<file path="config.mk">
export PLATFORM = sky130hd
export DESIGN_NAME = latch_q_monitor
export DESIGN_NICKNAME = d
export VERILOG_FILES = /design/src/rtl/latch_mon_pkg.sv /design/src/rtl/latch_mon_sync.sv /design/src/rtl/latch_q_monitor.sv
export SDC_FILE = /design/constraint.sdc
export NUM_CORES = 1
export LEC_CHECK = 0
export CORE_AREA = 2 2 50 52
export DETAILED_ROUTE_END_ITERATION = 10
export DIE_AREA = 0 0 52 54
export SYNTH_ARGS = -nofsm -noshare
export SYNTH_HDL_FRONTEND = slang
export SYNTH_HIERARCHICAL = 1
export SYNTH_SLANG_ARGS = --single-unit
</file>
<file path="constraint.sdc">
create_clock -name clock -period 1.99 [get_ports clock]
set_input_delay 0.2985 -clock clock [delete_from_list [all_inputs] [get_ports clock]]
set_output_delay 0.2985 -clock clock [all_outputs]
set_load 0.05 [all_outputs]
</file>
<file path="src/rtl/latch_mon_pkg.sv">
// Shared constants and helpers for the latch_q monitor slice.
// Optional build macro: LATCH_MON_TS_EN (rise timestamp capture).
package latch_mon_pkg;

  localparam int SYNC_STAGES_DEF   = 2;
  localparam int FILTER_CYCLES_DEF = 4;
  localparam int CNT_W_DEF         = 8;
  localparam int TS_W_DEF          = 16;

  // Width of the glitch-filter persistence counter; never narrower than one bit.
  function automatic int filt_cnt_w(input int filter_cycles);
    int w;
    w = $clog2(filter_cycles);
    if (w < 1) begin
      return 1;
    end else begin
      return w;
    end
  endfunction

endpackage

</file>
<file path="src/rtl/latch_mon_sync.sv">
// Multi-flop synchroniser bringing the asynchronous latch output into the
// clock domain. s is the last stage of the chain.
module latch_mon_sync
  import latch_mon_pkg::*;
#(
  parameter int STAGES = SYNC_STAGES_DEF
) (
  input  logic clock,
  input  logic clear_n,
  input  logic d,
  output logic s
);

  logic [STAGES-1:0] chain_q;
  logic [STAGES-1:0] chain_d;

  // Shift the raw input one stage deeper each cycle.
  always_comb begin
    chain_d = {chain_q[STAGES-2:0], d};
  end

  // Chain register, cleared asynchronously.
  always_ff @(posedge clock or negedge clear_n) begin
    if (!clear_n) begin
      chain_q <= {STAGES{1'b0}};
    end else begin
      chain_q <= chain_d;
    end
  end

  assign s = chain_q[STAGES-1];

endmodule

</file>
<file path="src/rtl/latch_q_monitor.sv">
// Consumer of the clearable storage latch output: synchronises and
// glitch-filters latch_q, emits rise/fall pulses and counts rises.
// Optional build macro: LATCH_MON_TS_EN adds a free-running timestamp and
// the rise_ts output capturing it on every rise.
module latch_q_monitor
  import latch_mon_pkg::*;
#(
  parameter int SYNC_STAGES   = SYNC_STAGES_DEF,
  parameter int FILTER_CYCLES = FILTER_CYCLES_DEF,
  parameter int CNT_W         = CNT_W_DEF,
  parameter int TS_W          = TS_W_DEF
) (
  input  logic             clock,
  input  logic             clear_n,
  input  logic             latch_q,
  input  logic             cnt_clr,
  output logic             level,
  output logic             rise,
  output logic             fall,
  output logic [CNT_W-1:0] event_cnt,
  output logic             cnt_sat
`ifdef LATCH_MON_TS_EN
  ,
  output logic [TS_W-1:0]  rise_ts
`endif
);

  localparam int               FW        = filt_cnt_w(FILTER_CYCLES);
  localparam logic [FW-1:0]    FILT_LAST = FW'(FILTER_CYCLES - 1);
  localparam logic [CNT_W-1:0] CNT_MAX   = {CNT_W{1'b1}};

  logic             s_sync;
  logic [FW-1:0]    fcnt_q, fcnt_d;
  logic             level_q, level_d;
  logic             rise_q, rise_d;
  logic             fall_q, fall_d;
  logic [CNT_W-1:0] cnt_q, cnt_d;
  logic             sat_q, sat_d;

  latch_mon_sync #(
    .STAGES (SYNC_STAGES)
  ) u_sync (
    .clock   (clock),
    .clear_n (clear_n),
    .d       (latch_q),
    .s       (s_sync)
  );

  // Filter, edge pulses and saturating rise counter next-state.
  always_comb begin
    fcnt_d  = fcnt_q;
    level_d = level_q;
    rise_d  = 1'b0;
    fall_d  = 1'b0;
    cnt_d   = cnt_q;

    // A new synced value must persist FILTER_CYCLES cycles before it is taken.
    if (s_sync == level_q) begin
      fcnt_d = {FW{1'b0}};
    end else if (fcnt_q == FILT_LAST) begin
      level_d = s_sync;
      fcnt_d  = {FW{1'b0}};
      rise_d  = s_sync;
      fall_d  = ~s_sync;
    end else begin
      fcnt_d = fcnt_q + FW'(1);
    end

    // A clear coinciding with a rise keeps that rise so no event is lost.
    if (cnt_clr) begin
      if (rise_d) begin
        cnt_d = CNT_W'(1);
      end else begin
        cnt_d = {CNT_W{1'b0}};
      end
    end else if (rise_d && (cnt_q != CNT_MAX)) begin
      cnt_d = cnt_q + CNT_W'(1);
    end else begin
      cnt_d = cnt_q;
    end

    sat_d = (cnt_d == CNT_MAX);
  end

  // Filter and event state registers, cleared asynchronously.
  always_ff @(posedge clock or negedge clear_n) begin
    if (!clear_n) begin
      fcnt_q  <= {FW{1'b0}};
      level_q <= 1'b0;
      rise_q  <= 1'b0;
      fall_q  <= 1'b0;
      cnt_q   <= {CNT_W{1'b0}};
      sat_q   <= 1'b0;
    end else begin
      fcnt_q  <= fcnt_d;
      level_q <= level_d;
      rise_q  <= rise_d;
      fall_q  <= fall_d;
      cnt_q   <= cnt_d;
      sat_q   <= sat_d;
    end
  end

  assign level     = level_q;
  assign rise      = rise_q;
  assign fall      = fall_q;
  assign event_cnt = cnt_q;
  assign cnt_sat   = sat_q;

`ifdef LATCH_MON_TS_EN
  logic [TS_W-1:0] ts_q, ts_d;
  logic [TS_W-1:0] rise_ts_q, rise_ts_d;

  // Free-running timestamp; rise_ts captures it on each registered rise.
  always_comb begin
    ts_d = ts_q + TS_W'(1);
    if (rise_d) begin
      rise_ts_d = ts_q;
    end else begin
      rise_ts_d = rise_ts_q;
    end
  end

  // Timestamp registers, cleared asynchronously and untouched by cnt_clr.
  always_ff @(posedge clock or negedge clear_n) begin
    if (!clear_n) begin
      ts_q      <= {TS_W{1'b0}};
      rise_ts_q <= {TS_W{1'b0}};
    end else begin
      ts_q      <= ts_d;
      rise_ts_q <= rise_ts_d;
    end
  end

  assign rise_ts = rise_ts_q;
`endif

endmodule

</file>
# After elaboration in Yosys (flattened, before gate mapping)
# Index checks and enable logic that the tools add are counted.
[classes]
n_eq_ne = 4
bitwise = 2
muxes = 9
reduce_logical = 2
addsub = 2
[ops]
columns = ["cell", "count"]
rows = [
  ["$mux W8", 2],
  ["$add A8 B1 Y8 const B", 1],
  ["$eq A8 B8 Y1 const B", 1],
  ["$ne A8 B8 Y1 const B", 1],
  ["$mux W1", 5],
  ["$mux W2", 2],
  ["$add A2 B1 Y2 const B", 1],
  ["$eq A2 B2 Y1 const B", 1],
  ["$not A1 Y1", 2],
  ["$reduce_and A2 Y1", 1],
  ["$eq A1 B1 Y1", 1],
  ["$logic_and A1 B1 Y1", 1],
]
[totals]
input_bits = 4
out_inout_bits = 12
elab_cells = 26
register_bits = 16

# Depth between registers and ports, before layout
[depth]
ltp_word = 7
ltp_mapped = 7
depth_no_buf = 7

# Cells and area by module
# The synthesis kept the hierarchy.
[by_module_without_submodules]
columns = ["mod", "area_per_inst_um2", "n_inst", "cells_each"]
rows = [
  ["latch_q_monitor", 716.9, 1, 67],
  ["latch_mon_sync", 50.0, 1, 2],
]

# Least setup slack after synthesis
# OpenSTA, ideal clock, no wires.
[synth_path]
path_type = "reg-to-reg"
start = "register cnt_q[0] (netlist: event_cnt[0])"
end = "register sat_q (netlist: cnt_sat)"
arrival_ns = 1.830
required_ns = 1.894
path_stages_with_launch = 7
slack_ns = 0.064
path_buffers = 0
setup_time_ns = 0.096
cell_sequence = "dfrtp_1 > ha_1 > nand3_2 > o31a_1 > mux2i_1 > nand3b_1 > nor4_2"
[synth_via]
elab_chain_cells = 5
word_cells_on_any_way = 6
cone_classes = "add/sub: 1; eq/ne: 2; mux: 2; reduce/logical: 1"
[synth_rtl]
columns = ["element", "line_no", "source"]
rows = [
  ["from (decl)", "latch_q_monitor.sv:37", "logic [CNT_W-1:0] cnt_q, cnt_d;"],
  ["from (signal assigned)", "latch_q_monitor.sv:92", "cnt_q <= {CNT_W{1'b0}};"],
  ["from (signal assigned)", "latch_q_monitor.sv:99", "cnt_q <= cnt_d;"],
  ["branches (longest 2 deep; another with $add A8 B1 Y8)", "-", ""],
  ["$mux W8 *", "latch_q_monitor.sv:76", "end else if (rise_d && (cnt_q != CNT_MAX)) begin"],
  ["$mux W8 *", "latch_q_monitor.sv:70", "if (cnt_clr) begin"],
  ["$eq A8 B8 Y1 *", "latch_q_monitor.sv:82", "sat_d = (cnt_d == CNT_MAX);"],
  ["named net sat_d", "latch_q_monitor.sv:38", "logic sat_q, sat_d;"],
  ["to (signal assigned)", "latch_q_monitor.sv:100", "sat_q <= sat_d;"],
  ["to (decl)", "latch_q_monitor.sv:38", ""],
]
# Mark *: on every way through the listed nets, which the timed path passes.
# A chain may end at the register's enable or synchronous reset.

# Worst setup path in the final report
[layout_path]
start = "register cnt_q[7] (netlist: event_cnt[7])"
end = "output event_cnt[7]"
[layout_lines]
columns = ["element", "line_no", "source"]
rows = [
  ["to (decl)", "latch_q_monitor.sv:20", "output logic [CNT_W-1:0] event_cnt,"],
]
# No word-level cell between the ends.

==> flow_metrics.env <==
export IMPL_hold_path_class="input pin to asynchronous set/reset pin"
export IMPL_busiest_layer="met2"
export IMPL_run_status="finished clean"
export IMPL_wl_per_cell_microns=12.2
export IMPL_crit_path_top_delay_cell="clkdlybuf4s50_1"
export IMPL_drt_first_iter_violations=17
export IMPL_via_count=575
export IMPL_clk_latency_ns=0.30
export IMPL_start_kind="flip-flop"
export IMPL_die_area_sq_um=2810
export IMPL_via_per_inst=4.87
export IMPL_synth_area_mux_share_pct=6.69
export IMPL_pin_count=16
export IMPL_tritoncts="yes"
export IMPL_crit_buf_inv=1
export IMPL_drive_gt1_share_pct=13.6
export IMPL_critPathRequiredTime_ns=1.69
export IMPL_syn_inst=69
export IMPL_drc=0
export IMPL_power_density_nw_per_um2=806
export IMPL_grt_pass1_vias=509
export IMPL_slew_headroom_pct=66.6
export IMPL_layout_cells_non_filler=118
export IMPL_skew_ns=0.0100
export IMPL_synth_distinct_cells=30
export IMPL_grt_max_degree=17
export IMPL_crit_cells=1
export IMPL_gr_usage_met3_pct=1.67
export IMPL_grt_pass1_wl_microns=2280
export IMPL_io_buffers=15
export IMPL_r2r_start="event_cnt[0]"
export IMPL_hold_buffers=0
export IMPL_gp_congestion=0.920
export IMPL_grt_use_met1_pct=14.9
export IMPL_antenna_found_initial=0
export IMPL_cts_clk_slew_worst_paths_ns=0.10
export IMPL_yosys_area_share_xor_xnor_pct=2.28
export IMPL_ys_seq_elements=16
export IMPL_synth_top_family_by_area="simple AND/OR/NAND/NOR gates"
export IMPL_max_cap_viol_count=0
export IMPL_timing_worst_setup_path_type="flip-flop to output pin"
export IMPL_grt_usage_pct=11.5
export IMPL_dp_cells=114
export IMPL_hold_viol_final=0
export IMPL_r2r_slack_ns=0.31
export IMPL_max_freq_mhz=522
export IMPL_layout_min_cycle_time_ns=1.91
export IMPL_period_share_pct=96.2
export IMPL_htreeDepth=1
export IMPL_netlist_area_sq_um=767
export IMPL_cts_buffers_inserted=3
export IMPL_crit_path_max_fanout=7
export IMPL_yosysWarnings=6
export IMPL_irDropWorstVdd_mv=0.411
export IMPL_synth_compound_area_share_pct=10.3
export IMPL_die_w_microns=52
export IMPL_r2r_end="cnt_sat"
export IMPL_fin_tns_setup_ns=0
export IMPL_syn_to_final_growth_pct=29.7
export IMPL_synthSimpleGateAreaFrac_pct=23.8
export IMPL_cellLeakagePower_nw=0.415
export IMPL_antenna_cells=0
export IMPL_coreArea_sq_um=2320
export IMPL_die_h_microns=54
export IMPL_overflow=0
export IMPL_setup_viol=0
export IMPL_cp_top_family="buffers and inverters"
export IMPL_critical_path_arrival_ns=1.62
export IMPL_antenna_left=0
export IMPL_nets=95
export IMPL_yosys_most_used_dff="dfrtp_1"
export IMPL_drt_total_wl_microns=1440
export IMPL_initial_core_util_pct=33.1
export IMPL_use_met2_pct=17.1
export IMPL_cts_root_buf="clkbuf_4"
export IMPL_seq_area_frac_synth_pct=52.2
export IMPL_synth_edf_count=0
export IMPL_path_cells="clkdlybuf4s50_1"
export IMPL_async_flop_share_pct=100
export IMPL_dr_pass1_iters=4
export IMPL_avgSynthCellArea_sq_um=11.1
export IMPL_dp_hpwl_microns=1060
export IMPL_reg2reg_depth=6
export IMPL_max_clock_path_buffers=2
export IMPL_endpoint_kind="output pin"
export IMPL_slowest_delay_ns=0.84
export IMPL_cts_sinks=16
export IMPL_std_cell_rows=18
export IMPL_synth_fa_ha_area_share_pct=3.26
export IMPL_rsz0062_at_grt="no"
export IMPL_worst_slack_ns=0.0754
export IMPL_post_cts_buffers=0
export IMPL_synth_fp_nets=75
export IMPL_worst_pin_slew_ns=0.500
export IMPL_place_ws_ns=0.327
export IMPL_drv_slew=0
export IMPL_holdWs_ns=0.303
export IMPL_ctsResizeCount=0
==> sequential cells by signal, summed over array words and instances (netlist names) <==
register        flops
fall                1
level               1
u_sync/chain_q      2
event_cnt           8
cnt_sat             1
rise                1
fcnt_q              2
==> layout make-up <==
class / count / area, sq um
clock buffer: 4 / 36.3
fill: 222 / 1330
inverter: 2 / 7.51
multi-input combinational: 50 / 355
sequential: 16 / 400
tap: 30 / 37.5
timing repair buffer: 16 / 158
==> how the worst max path moves through the flow <==
| stage | from | end | slack [ns] |
|---|---|---|---|
| CTS | event_cnt[2] | event_cnt[2] | 0.06 |
| detailed placement | event_cnt[0] | cnt_sat | 0.33 |
| finish | event_cnt[7] | event_cnt[7] | 0.08 |
| floorplan | event_cnt[0] | cnt_sat | 0.06 |
| global route | event_cnt[7] | event_cnt[7] | 0.02 |
| global placement | event_cnt[0] | cnt_sat | 0.37 |
==> cell families after synthesis <==
group	Yosys count
simple gates	30
flops	16
mux	5
xor+xnor	2
compound gates	11
buf+inv	3
fa+ha+maj	2
==> power breakdown <==
group          total, mW  switching [mW]  leakage (nW)  internal [mW]
registers          0.389          0.0291         0.214          0.360
logic              0.192           0.108         0.179         0.0840
clock network      0.221           0.109        0.0210          0.112
==> cell usage after synthesis (2+ instances only) <==
| library cell | count | area [sq um] |
|---|---|---|
| dfrtp_1 | 16 | 400 |
| ha_1 | 2 | 25.0 |
| mux2i_1 | 4 | 40.0 |
| nand2_1 | 7 | 26.3 |
| nand3_1 | 3 | 15.0 |
| nor2_1 | 6 | 22.5 |
| nor2b_1 | 2 | 12.5 |
| nor3_1 | 3 | 15.0 |
| nor3_2 | 2 | 20.0 |
| o21ai_0 | 4 | 20.0 |
==> cells in the final DEF (no fill, tap or decap), types with 3 or more instances in the layout <==
cell type        synthesis  routed
clkbuf_4                 0       3
clkdlybuf4s50_1          0      15
dfrtp_1                 16      16
mux2i_1                  4       4
nand2_1                  7       7
nand3_1                  3       3
nor2_1                   6       6
nor3_1                   3       3
o21ai_0                  4       4
==> through the flow <==
stage / area, sq um / util, % / total power [mW]
final: 995 / 42.9 / 0.801
after global routing: 995 / 42.9 / 0.833
after CTS: 995 / 42.9 / 0.813
after detailed placement: 958 / 41.3 / 0.591
after global placement: 958 / 41.3 / 0.585
after floorplan: 767 / - / 0.526
==> worst reg2reg max path, cell delays in order, from the launching register on <==
cell and delay, ns:
dfrtp_1 0.45, ha_1 0.28, nand3_2 0.13, o31a_1 0.34, mux2i_1 0.16, nand3b_1 0.11, nor4_2 0.13
==> metal layers <==
| layer | routed length, microns | vias up |
|---|---|---|
| met1 | 704 | 270 |
| met5 | 0 | - |
| li1 | - | 287 |
| met2 | 654 | 14 |
| met4 | 36 | 0 |
| met3 | 41 | 4 |
Note: power is estimated with default switching activity, not from simulation.
